`src/rtl/alm_prod_acc_pkg.sv`:
```
// Shared types and constants for the approximate-log-multiplier product accumulator.
package alm_acc_pkg;

  typedef enum logic [1:0] {
    IDLE = 2'd0,
    ACC  = 2'd1,
    HOLD = 2'd2
  } state_e;

  localparam int unsigned ACC_W_DEF   = 24;
  localparam int unsigned MAX_LEN_DEF = 256;

  // Returned 64 bits wide; callers truncate to their own accumulator width.
  function automatic logic [63:0] sat_max(input int unsigned w);
    return (64'd1 << (w - 1)) - 64'd1;
  endfunction

  function automatic logic [63:0] sat_min(input int unsigned w);
    return ~sat_max(w);
  endfunction

endpackage

```
`src/rtl/alm_prod_acc_if.sv`:
```
// Product-in / result-out handshake bundle for alm_prod_acc.
interface alm_prod_acc_if #(
  parameter int unsigned ACC_W = 24,
  parameter int unsigned CNT_W = 9
);
  logic                    in_valid_i;
  logic                    in_ready_o;
  logic signed [15:0]      in_data_i;
  logic                    in_last_i;
  logic                    out_valid_o;
  logic                    out_ready_i;
  logic signed [ACC_W-1:0] out_data_o;
  logic [CNT_W-1:0]        out_cnt_o;
  logic                    ovf_o;

  modport slave (
    input  in_valid_i, in_data_i, in_last_i, out_ready_i,
    output in_ready_o, out_valid_o, out_data_o, out_cnt_o, ovf_o
  );

  modport master (
    output in_valid_i, in_data_i, in_last_i, out_ready_i,
    input  in_ready_o, out_valid_o, out_data_o, out_cnt_o, ovf_o
  );
endinterface

```
`src/rtl/alm_prod_acc_sat_add.sv`:
```
// Combinational signed adder with overflow flag; clamps on overflow when
// ALM_PROD_ACC_SAT_EN is defined, otherwise wraps.
module alm_sat_add
  import alm_acc_pkg::*;
#(
  parameter int unsigned W = 24
) (
  input  logic signed [W-1:0] a_i,
  input  logic signed [W-1:0] b_i,
  output logic signed [W-1:0] sum_o,
  output logic                ovf_o
);
  logic signed [W-1:0] raw;

  assign raw   = a_i + b_i;
  assign ovf_o = (a_i[W-1] == b_i[W-1]) && (raw[W-1] != a_i[W-1]);

`ifdef ALM_PROD_ACC_SAT_EN
  always_comb begin
    sum_o = raw;
    if (ovf_o) begin
      sum_o = a_i[W-1] ? W'(sat_min(W)) : W'(sat_max(W));
    end
  end
`else
  assign sum_o = raw;
`endif

endmodule

```
`src/rtl/alm_prod_acc.sv`:
```
// Streaming dot-product accumulator for signed 16-bit products.
// Optional saturation: define ALM_PROD_ACC_SAT_EN.
module alm_prod_acc
  import alm_acc_pkg::*;
#(
  parameter int unsigned ACC_W   = ACC_W_DEF,
  parameter int unsigned MAX_LEN = MAX_LEN_DEF,
  parameter int unsigned CNT_W   = $clog2(MAX_LEN + 1)
) (
  input  logic           clk,
  input  logic           rst_n,
  input  logic           clr_i,
  alm_prod_acc_if.slave  bus
);
  state_e                  state_q, state_d;
  logic signed [ACC_W-1:0] acc_q, acc_d;
  logic [CNT_W-1:0]        cnt_q, cnt_d;
  logic                    ovf_q, ovf_d;

  logic                    accept;
  logic [CNT_W-1:0]        cnt_inc;
  logic signed [ACC_W-1:0] add_a, add_b, add_sum;
  logic                    add_ovf;

  assign bus.in_ready_o  = (state_q != HOLD);
  assign bus.out_valid_o = (state_q == HOLD);
  assign bus.out_data_o  = acc_q;
  assign bus.out_cnt_o   = cnt_q;
  assign bus.ovf_o       = ovf_q;

  assign accept  = bus.in_valid_i && bus.in_ready_o;
  assign cnt_inc = (state_q == IDLE) ? CNT_W'(1) : cnt_q + CNT_W'(1);

  // First product of a vector is added to zero, so it can never overflow.
  assign add_a = (state_q == IDLE) ? '0 : acc_q;
  assign add_b = ACC_W'(bus.in_data_i);

  alm_sat_add #(.W(ACC_W)) u_add (
    .a_i   (add_a),
    .b_i   (add_b),
    .sum_o (add_sum),
    .ovf_o (add_ovf)
  );

  always_comb begin
    state_d = state_q;
    acc_d   = acc_q;
    cnt_d   = cnt_q;
    ovf_d   = ovf_q;
    if (clr_i) begin
      state_d = IDLE;
      acc_d   = '0;
      cnt_d   = '0;
      ovf_d   = 1'b0;
    end else begin
      unique case (state_q)
        IDLE, ACC: begin
          if (accept) begin
            acc_d   = add_sum;
            cnt_d   = cnt_inc;
            ovf_d   = ((state_q == ACC) && ovf_q) || add_ovf;
            state_d = (bus.in_last_i || cnt_inc == CNT_W'(MAX_LEN)) ? HOLD : ACC;
          end
        end
        HOLD: begin
          if (bus.out_ready_i) state_d = IDLE;
        end
        default: state_d = IDLE;
      endcase
    end
  end

  always_ff @(posedge clk or negedge rst_n) begin
    if (!rst_n) begin
      state_q <= IDLE;
      acc_q   <= '0;
      cnt_q   <= '0;
      ovf_q   <= 1'b0;
    end else begin
      state_q <= state_d;
      acc_q   <= acc_d;
      cnt_q   <= cnt_d;
      ovf_q   <= ovf_d;
    end
  end

endmodule

```
`src/flat_wrapper.sv`:
```
// flat-port wrapper written by rule: the top's interface ports become plain ports
module alm_prod_acc_flat import alm_acc_pkg::*;
#(
  parameter int unsigned ACC_W   = ACC_W_DEF,
  parameter int unsigned MAX_LEN = MAX_LEN_DEF,
  parameter int unsigned CNT_W   = $clog2(MAX_LEN + 1)
)
  (clk, rst_n, clr_i, bus_in_valid_i, bus_in_data_i, bus_in_last_i, bus_out_ready_i, bus_in_ready_o, bus_out_valid_o, bus_out_data_o, bus_out_cnt_o, bus_ovf_o);
  alm_prod_acc_if #(.ACC_W(ACC_W), .CNT_W(CNT_W)) bus_i ();
  input  logic clk;
  input  logic rst_n;
  input  logic clr_i;
  input wire logic [$bits(bus_i.in_valid_i)-1:0] bus_in_valid_i;
  input wire logic [$bits(bus_i.in_data_i)-1:0] bus_in_data_i;
  input wire logic [$bits(bus_i.in_last_i)-1:0] bus_in_last_i;
  input wire logic [$bits(bus_i.out_ready_i)-1:0] bus_out_ready_i;
  output wire logic [$bits(bus_i.in_ready_o)-1:0] bus_in_ready_o;
  output wire logic [$bits(bus_i.out_valid_o)-1:0] bus_out_valid_o;
  output wire logic [$bits(bus_i.out_data_o)-1:0] bus_out_data_o;
  output wire logic [$bits(bus_i.out_cnt_o)-1:0] bus_out_cnt_o;
  output wire logic [$bits(bus_i.ovf_o)-1:0] bus_ovf_o;
  assign bus_i.in_valid_i = bus_in_valid_i;
  assign bus_i.in_data_i = bus_in_data_i;
  assign bus_i.in_last_i = bus_in_last_i;
  assign bus_i.out_ready_i = bus_out_ready_i;
  assign bus_in_ready_o = bus_i.in_ready_o;
  assign bus_out_valid_o = bus_i.out_valid_o;
  assign bus_out_data_o = bus_i.out_data_o;
  assign bus_out_cnt_o = bus_i.out_cnt_o;
  assign bus_ovf_o = bus_i.ovf_o;
  alm_prod_acc #(.ACC_W(ACC_W), .MAX_LEN(MAX_LEN), .CNT_W(CNT_W)) u_core (.clk(clk), .rst_n(rst_n), .clr_i(clr_i), .bus(bus_i));
endmodule
```
`config.mk`:
```
export PLATFORM = sky130hd
export DESIGN_NAME = alm_prod_acc_flat
export DESIGN_NICKNAME = d
export VERILOG_FILES = /design/src/rtl/alm_prod_acc_pkg.sv /design/src/rtl/alm_prod_acc_if.sv /design/src/rtl/alm_prod_acc_sat_add.sv /design/src/rtl/alm_prod_acc.sv /design/src/flat_wrapper.sv
export SDC_FILE = /design/constraint.sdc
export NUM_CORES = 1
export LEC_CHECK = 0
export BUFFER_PORTS_ARGS = -buffer_cell sky130_fd_sc_hd__buf_2
export CORE_UTILIZATION = 57
export DETAILED_ROUTE_END_ITERATION = 7
export PLACE_DENSITY = 0.8
export SYNTH_ARGS = -nofsm -noshare
export SYNTH_HDL_FRONTEND = slang
export SYNTH_SLANG_ARGS = --single-unit
```
`constraint.sdc`:
```
create_clock -name clk -period 4.2 [get_ports clk]
set_input_delay 0.63 -clock clk [delete_from_list [all_inputs] [get_ports clk]]
set_output_delay 0.63 -clock clk [all_outputs]
set_load 0.03 [all_outputs]
```
# ---- Word level (Yosys, flattened, before mapping)
# Index checks and enable logic that the tools add are counted.
dict set report classes {
  add_sub_neg 2
  mul 0
  div_mod_pow 0
  order_cmp 0
  n_eq_ne 8
  n_shift 0
  n_mux 16
  bitwise_logic 0
  reduce_logical 11
}
# op count
set op_table {}
lappend op_table {{24-bit two-way mux} 4}
lappend op_table {{9-bit two-way mux} 4}
lappend op_table {{24-bit by 16-bit adder with 24-bit output} 1}
lappend op_table {{9-bit by 1-bit adder with 9-bit output (second input constant)} 1}
lappend op_table {{9-bit equality test (second input constant)} 1}
lappend op_table {{2-bit two-way mux} 4}
lappend op_table {{2-bit case mux with 2 select lines} 1}
lappend op_table {{2-bit AND reduction} 2}
lappend op_table {{2-bit nonzero test} 2}
lappend op_table {{1-bit logical AND} 3}
lappend op_table {{1-bit two-way mux} 3}
lappend op_table {{3-bit by 2-bit inequality test with 1-bit output (second input constant)} 1}
lappend op_table {{3-bit inequality test (second input constant)} 1}
lappend op_table {{2-bit by 1-bit equality test with 1-bit output (second input constant)} 1}
lappend op_table {{2-bit equality test (second input constant)} 1}
lappend op_table {{2-bit zero test} 1}
lappend op_table {{1-bit logical OR} 2}
lappend op_table {{2-bit inequality test (second input constant)} 1}
lappend op_table {{2-bit OR reduction} 1}
lappend op_table {{1-bit equality test} 1}
lappend op_table {{1-bit inequality test} 1}
dict set report word_totals {
  reg_bits 36
  latch_bits 0
  ramBits 0
  romBits 0
  output_inout_bits 36
  word_cells 41
  n_memories 0
}

# ---- Logic depth before layout (Yosys ltp)
# Gate-level depths: netlist of run 1.
dict set report logic_depth {
  depth_word 9
  depth_mapped 11
}

# ---- By module
# From an unflattened synthesis of run 1, not the netlist that was laid out.
dict set report unflattened {
  cells_unflattened 323
  hier_area_um2 2944.1
}
# mod instances cells_per_inst area_per_inst_um2 seq_area_each_um2
set by_module_without_submodules {}
lappend by_module_without_submodules {alm_prod_acc 1 153 1690.4 900.9}
lappend by_module_without_submodules {alm_sat_add 1 170 1253.7 0.0}

# ---- Worst setup path after synthesis of run 1
# Ideal clock, no wire load.
dict set report synth_path {
  path_kind {register to register}
  start {reg u_core.state_q[1]}
  end {reg u_core.acc_q[22] (netlist: u_core.bus.out_data_o[22])}
  arrival_ps 3010
  required_time_ps 4076
  slack_ps 1066
  path_stages_with_launch 12
  n_path_buf 1
  period_less_slack_ps 3134
  path_cell_list {dfrtp_1 nor2_1 clkbuf_1 nor2b_1 ha_1 fa_1 a211oi_2 o21ai_2 a2111oi_4 o31ai_2 a21o_1 a211o_1}
}
dict set report synth_between {
  elab_chain_cells 6
  elab_cells_between_ends 13
}
# item line_no
set synth_lines {}
lappend synth_lines {{start, declared} alm_prod_acc.sv:15} ;# state_e state_q, state_d;
lappend synth_lines {{start signal, assigned} alm_prod_acc.sv:80} ;# state_q <= state_d;
lappend synth_lines {{2-bit zero test} {alm_prod_acc.sv:35, alm_prod_acc.sv:56}}
lappend synth_lines {{24-bit two-way mux} alm_prod_acc.sv:35} ;# assign add_a = (state_q == IDLE) ? '0 : acc_q;
lappend synth_lines {{24-bit by 16-bit adder with 24-bit output} alm_prod_acc_sat_add.sv:15} ;# assign raw = a_i + b_i;
lappend synth_lines {{24-bit two-way mux} alm_prod_acc.sv:58} ;# if (accept) begin
lappend synth_lines {{24-bit two-way mux} alm_prod_acc.sv:56} ;# unique case (state_q)
lappend synth_lines {{24-bit two-way mux} alm_prod_acc.sv:50} ;# if (clr_i) begin
lappend synth_lines {{end signal, assigned} alm_prod_acc.sv:76} ;# acc_q <= '0;
lappend synth_lines {{end signal, assigned} alm_prod_acc.sv:81} ;# acc_q <= acc_d;
lappend synth_lines {{end, declared} alm_prod_acc.sv:16} ;# logic signed [ACC_W-1:0] acc_q, acc_d;
# Several ways; a longest one is shown, not always the timed one. The select of a mux whose other input is x is not followed.
# A chain may end at the register's enable or synchronous reset.

# ---- Worst setup path after layout of run 1
# Same ends and word-level chain as after synthesis.

==> summary.md, run 1 <==
| Metric | Value |
|---|---|
| RSZ-0062 raised after global routing | `false` |
| H-Tree Depth | `2` |
| Sink Count | `36` |
| Port-buffer cells | `57` |
| Chip Height | `75.8 microns` |
| Final setup viols | `0` |
| DP HPWL | `between 5 and 6 mm` |
| Count of cell types in the netlist | `a little over 60` |
| Clock Skew | `about 0.01 ns` |
| Layout cells sized above 1 | `19.6%` |
| Critical setup path kind | `flip-flop to flip-flop` |
| Worst path slowest cell | `dfrtp_1` |
| Placed insts | `471` |
| Cell area after layout | `around 0.0035 sq mm` |
| Synth-to-Final Area Change | `13.0%` |
| Seq/Total Area, Yosys | `between 20 and 30%` |
| Syn avg cell area | `between 8 and 9 sq um` |
| Starting Density | `around three fifths` |
| Final net count | `~460` |
| Slew HR | `roughly a third` |
| Worst path required time | `4.40 ns` |
| CP max FO | `25` |
| Top-Level Pins | `58` |
| Final hold slack | `around 0.42 ns` |
| CTS clk-pin slew, worst paths | `~0.080 ns` |
| Worst min path class | `input port to asynchronous set/reset pin` |
| Worst-Skew Late Latency | `roughly 0.3 ns` |
| # DRC | `0` |
| # Post-CTS Setup Buffers | `0` |
| Fin crit share | `75.0%` |
| Initial DRC Count | `194` |
| PostCTS Resize Cnt | `0` |
| Synth Warn # | `0` |
| ANT cells | `0` |
| Vias | `2946` |
| Slew @ Worst Pin | `~0.98 ns` |
| Post-synth ARST share | `100%` |
| Initial antenna violation count | `0` |
| Core Area | `between 0.005 and 0.006 sq mm` |
| Startpoint types | `flip-flop` |
| Post-synth EDFFs | `0` |
| Worst-path cell chain | `nor2_1, buf_4, nor2b_1, ha_1, fa_1, a211oi_2, o21ai_2, a2111oi_4, o31ai_2, a21o_1, a211o_1` |
| Gp weighted congestion | `around 0.9` |
| Area of the mapped netlist | `around 0.0031 sq mm` |
| Pins Over Slew Limit | `0` |
| Die width | `approximately 76 microns` |
| Leak | `between 1.5 and 2 nW` |
| CP max stage delay | `0.45 ns` |
| Post-layout min period | `3.15 ns` |
| Mapped Cells | `362` |
| Ys flop type | `dfrtp_1` |
| Status | `finished clean` |
| GRT Util Overall | `29.1%` |
| Syn Nets | `between 400 and 500` |
| Setup TNS | `0 ns` |
| Longest Clk Path Bufs | `2` |
| Final Hold Fails | `0` |
| VDD IR-drop max | `about 170 uV` |
| Final wirelength | `7.78 mm` |
| GRT overflow | `0` |
| Cts hold-fix bufs | `0` |
| Non-Filler Instances | `approximately 480` |
| Via/cell ratio | `about 6` |
| Drt first pass iters | `4` |
| Global-route wire length before repair | `12.6 mm` |
| Filler cells | `around 450` |
| Antenna-violating nets left | `0` |
| CTS root buf | `clkbuf_8` |
| Area after DPL | `0.00340 sq mm` |
| Crit end category | `flip-flop` |
| Pin count of the biggest net entering global routing | `37` |
| Detailed-route wire length per cell | `approximately 16 microns` |
| Max_cap viols | `0` |
| Vias in the first global route | `about 2800` |
| Total CTS buffers | `5` |
| Max Fclk | `between 300 and 400 MHz` |
| FP Rows | `26` |
| Die Area | `roughly 0.0057 sq mm` |
| Yosys reg bits | `36` |
| CP arrival | `3.35 ns` |
| CTS tree | `done` |
| PwrDens | `roughly 280 mW/mm^2` |
## flip-flops by register name (all words and copies together) (netlist names)
| signal | flops |
|---|---|
| u_core.bus.out_data_o | 24 |
| u_core.bus.out_cnt_o | 9 |
| u_core.state_q | 2 |
| u_core.bus.ovf_o | 1 |
## synthesized netlist by cell type (8+ instances only)
| cell | number | area, sq um |
|---|---|---|
| xnor2_1 | 15 | 131 |
| nand2_1 | 30 | 113 |
| nand3_1 | 9 | 45.0 |
| dfrtp_1 | 36 | 901 |
| a21o_1 | 15 | 113 |
| nor2b_1 | 24 | 150 |
| clkbuf_1 | 10 | 37.5 |
| nor2_1 | 21 | 78.8 |
| a31oi_1 | 8 | 50.1 |
| ha_1 | 24 | 300 |
| a21oi_1 | 14 | 70.1 |
| inv_1 | 9 | 33.8 |
| o21ai_0 | 34 | 170 |
## critical path: cells and delay by family (launching register included)
kind | cells | cell delay, ns
buffers and inverters | 1 | 0.30
adder cells (fa/ha/maj) | 2 | 0.67
flip-flops | 1 | 0.45
AND/OR/NAND/NOR | 2 | 0.21
AO/OA/AOI/OAI | 6 | 1.42
## metal layers
metal,vias up,part of all wire (%),global-route usage (%)
met5,-,0,0
met1,1418,45,37.2
met3,9,4.2,5.42
li1,1435,-,-
met2,84,49,48.8
met4,0,1.2,10.7
## kinds of logic after synthesis
family | Yosys count | synth area share, %
simple gates | 122 | 20.4
xor+xnor | 21 | 5.92
flops | 36 | 29.0
mux | 3 | 0.967
fa+ha+maj | 25 | 10.3
compound gates | 125 | 28.9
buf+inv | 30 | 4.47
## stage by stage
step                      setup slack, ns  power, mW  util [%]
final                                1.05      0.992      67.9
after global routing                0.871       1.04      67.9
after detailed placement             1.06      0.677      65.7
after global placement               1.16      0.671      65.7
after floorplan                      1.07      0.597         -
after CTS                            1.05      0.996      67.9
## final cells by class
| type | count | area, sq um | share of cell area [%] |
|---|---|---|---|
| multi-input combinational | 296 | 2070 | 58.9 |
| sequential | 36 | 901 | 25.7 |
| timing repair buffer | 60 | 308 | 8.77 |
| tap | 70 | 87.6 | 2.50 |
| clock buffer | 5 | 68.8 | 1.96 |
| clock inverter | 3 | 42.5 | 1.21 |
| inverter | 9 | 33.8 | 0.963 |
## path summary, 6_finish.rpt
| kind | from | to | slack, ns | cells past startpoint |
|---|---|---|---|---|
| max in group asynchronous | rst_n | u_core.bus.out_data_o[13] | 3.23 | 1 |
| max | u_core.state_q[1] | u_core.bus.out_data_o[22] | 1.05 | 11 |
| min in group clk | u_core.bus.out_data_o[3] | u_core.bus.out_data_o[3] | 0.50 | 2 |
| min reg2reg | u_core.bus.out_data_o[3] | u_core.bus.out_data_o[3] | 0.50 | 2 |
| min | rst_n | u_core.bus.out_cnt_o[3] | 0.42 | 1 |
| max reg2reg | u_core.state_q[1] | u_core.bus.out_data_o[22] | 1.05 | 11 |
## report_power, final
group / switching [mW] / internal, mW
Sequential: 0.0209 / 0.370
Combinational: 0.182 / 0.101
Clock: 0.143 / 0.176
Total: 0.346 / 0.646
## layout by cell type (no fill, tap or decap), drive strengths merged, types with 3 or more instances in the layout
master and count:
buf 60, a31oi 8, nand2 30, nor3b 4
xnor2 15, inv 9, and3 7, nand4 5
nand2b 3, mux2i 3, o21a 6, a21o 15
ha 24, a21oi 14, a211oi 5, nor2b 24
a22o 6, a2111oi 3, o31ai 5, nor3 6
or3 3, clkbuf 5, dfrtp 36, o21ai 38
nor2 21, xor2 6, nand3 9
Power figures use the tool's default switching activity.
==> run 2, diff against run 1 <==
==> constraint.sdc (replaced) <==
create_clock -name clk -period 3 [get_ports clk]
set_input_delay 0.45 -clock clk [delete_from_list [all_inputs] [get_ports clk]]
set_output_delay 0.45 -clock clk [all_outputs]
set_load 0.03 [all_outputs]
==> run 2 against run 1 <==
Critical path depth fell by 1. Die area did not move. Clock-buffer cell count rose by 3. Power rose by 33%. Hold slack got worse by 0.16 ns. Cell count rose by 1.5%.
==> summary.md, run 2 (same netlist as run 1, synthesis figures left out) <==
| Metric | Value |
|---|---|
| Final net count | `462 (+1.5%)` |
| Leak | `1.77 nW (+1.7%)` |
| Sequential share of power | `41.3% (+2.0 points)` |
| CP max FO | `7 (-72%)` |
| Max_cap viols | `0 (unchanged)` |
| Status | `finished clean` |
| Total CTS buffers | `5 (unchanged)` |
| # DRC | `0 (unchanged)` |
| H-Tree Depth | `2 (unchanged)` |
| Crit end category | `flip-flop` |
| DP HPWL | `5.55 mm (+1.7%)` |
| PwrDens | `371 mW/mm^2 (+31%)` |
| Switching power | `464 uW (+34%)` |
| Worst-Skew Late Latency | `0.29 ns (about the same)` |
| Final Hold Fails | `0 (unchanged)` |
| Non-Filler Instances | `486 (+1.5%)` |
| Drt first pass iters | `5 (+1)` |
| Antenna-violating nets left | `0 (unchanged)` |
| Dpl ws | `0.0478 ns (-1.01 ns)` |
| Critical setup path kind | `flip-flop to flip-flop` |
| Part of the power in combinational logic | `31.3% (+2.7 points)` |
| Setup TNS | `0 ns (unchanged)` |
| Max Fclk | `352 MHz (+11%)` |
| Worst min path class | `input port to asynchronous set/reset pin` |
| CP arrival | `3.02 ns (-0.33 ns)` |
| Core Area | `0.00517 sq mm (unchanged)` |
| Pins Over Slew Limit | `0 (unchanged)` |
| Chip Height | `75.8 microns (unchanged)` |
| GRT overflow | `0 (unchanged)` |
| Sink Count | `36 (unchanged)` |
| CTS tree | `done` |
| Global-route wire length before repair | `12.3 mm (-2.4%)` |
| Commonest cells after routing, fill and taps aside | `buf_2 (57), dfrtp_1 (36), o21ai_0 (34)` |
| RSZ-0062 raised after global routing | `false` |
| GRT Util Overall | `28.1% (-0.99 points)` |
| Worst path required time | `3.18 ns (-1.22 ns)` |
| Slew @ Worst Pin | `0.845 ns (-0.138 ns)` |
| Vias | `2971 (+0.85%)` |
| ANT cells | `0 (unchanged)` |
| Slew HR | `43.7% (+9.2 points)` |
| Initial antenna violation count | `0 (unchanged)` |
| Clock Skew | `0.00475 ns (-0.00523 ns)` |
| Top-Level Pins | `58 (unchanged)` |
| Final setup margin | `0.157 ns (-0.895 ns)` |
| Initial DRC Count | `128 (-34%)` |
| Die width | `75.8 microns (unchanged)` |
| CTS clk-pin slew, worst paths | `0.07 ns (about the same)` |
| Die Area | `0.00575 sq mm (unchanged)` |
| Most common cell after layout, fill and taps aside | `buf_2` |
| Fin crit share | `94.8% (+20 points)` |
| Gp weighted congestion | `0.928 (+2.6%)` |
| Final setup viols | `0 (unchanged)` |
| Longest Clk Path Bufs | `2 (unchanged)` |
| FP Rows | `26 (unchanged)` |
| Startpoint types | `flip-flop` |
| Vias in the first global route | `2709 (-1.6%)` |
| Synth-to-Final Area Change | `14.8%` |
| Pint | `857 uW (+33%)` |
| Final hold slack | `0.263 ns (-0.160 ns)` |
| Layout cells sized above 1 | `21.2% (+1.6 points)` |
| VDD IR-drop max | `204 uV (+17%)` |
| Final wirelength | `7.58 mm (-2.5%)` |
| CTS root buf | `clkbuf_8` |
| Pin count of the biggest net entering global routing | `37 (unchanged)` |
| Post-layout min period | `2.84 ns (-0.305 ns)` |
| Port-buffer cells | `57 (unchanged)` |
| Clock power share | `27.5% (-4.6 points)` |
| Starting Density | `60.0% (unchanged)` |
| Max FFs per register | `24 (unchanged)` |
| Detailed-route wire length per cell | `15.6 microns (-3.9%)` |
| Sw frac | `35.1% (+0.25 points)` |
| Placed insts | `477 (+1.3%)` |
| Via/cell ratio | `6.11 (-0.60%)` |
run 2: final timing paths:
kind	endpoint	startpoint	cells after the start	slack, ns
max reg2reg	u_core.bus.out_data_o[22]	u_core.state_q[0]	10	0.16
min reg2reg	u_core.bus.out_data_o[10]	u_core.bus.out_data_o[10]	2	0.51
min	u_core.bus.out_cnt_o[7]	rst_n	1	0.26
max in group asynchronous	u_core.bus.out_data_o[17]	rst_n	1	2.21
max	u_core.bus.out_data_o[22]	u_core.state_q[0]	10	0.16
min in group clk	u_core.state_q[1]	bus_out_ready_i	2	0.36
run 2: per-layer routing:
layer  wire length [microns]  GRT usage (%)  up-vias
met2                    3670           47.0      101
met5                       0              0        -
met3                     397           4.89       10
met4                      82           7.82        0
li1                        -              -     1449
met1                    3430           37.3     1411
run 2: area by class of cell:
class / count / area, sq um
Inverter: 9 / 33.8
Timing Repair Buffer: 67 / 364
Clock buffer: 8 / 90.1
Fill cell: 439 / 1610
Multi-Input combinational cell: 296 / 2090
Sequential cell: 36 / 901
Tap cell: 70 / 87.6
run 2: power groups by stage:
stage                     sequential [mW]  combinational [mW]  clock, mW
final                               0.545               0.413      0.363
after global routing                0.549               0.450      0.390
after floorplan                     0.612               0.225          0
after global placement              0.552               0.397          0
after CTS                           0.544               0.407      0.371
after detailed placement            0.554               0.405          0
run 2: metrics by stage:
step	utilization [%]	power [mW]	area [sq um]
6_report	68.9	1.32	3560
5_1_grt	68.9	1.39	3560
3_5_place_dp	66.6	0.959	3450
4_1_cts	68.4	1.32	3540
3_3_place_gp	66.6	0.949	3450
2_1_floorplan	-	0.837	3110
run 2: critical path, cell delays in order, from the launching register on:
cell	delay, ns
dfrtp_1	0.46
nor2_4	0.17
nor2b_1	0.06
ha_1	0.22
fa_2	0.40
a211oi_4	0.29
o21ai_2	0.15
a2111oi_4	0.36
o31ai_2	0.17
a21o_1	0.18
a211o_1	0.28
run 2: timing repair:
| item | 4_1_cts | 5_1_grt |
|---|---|---|
| setup buffers | 0 | 1 |
| endpoints found under the setup margin | 0 | 5 |
| hold buffers | 0 | 0 |
| gates resized for setup | 0 | 5 |
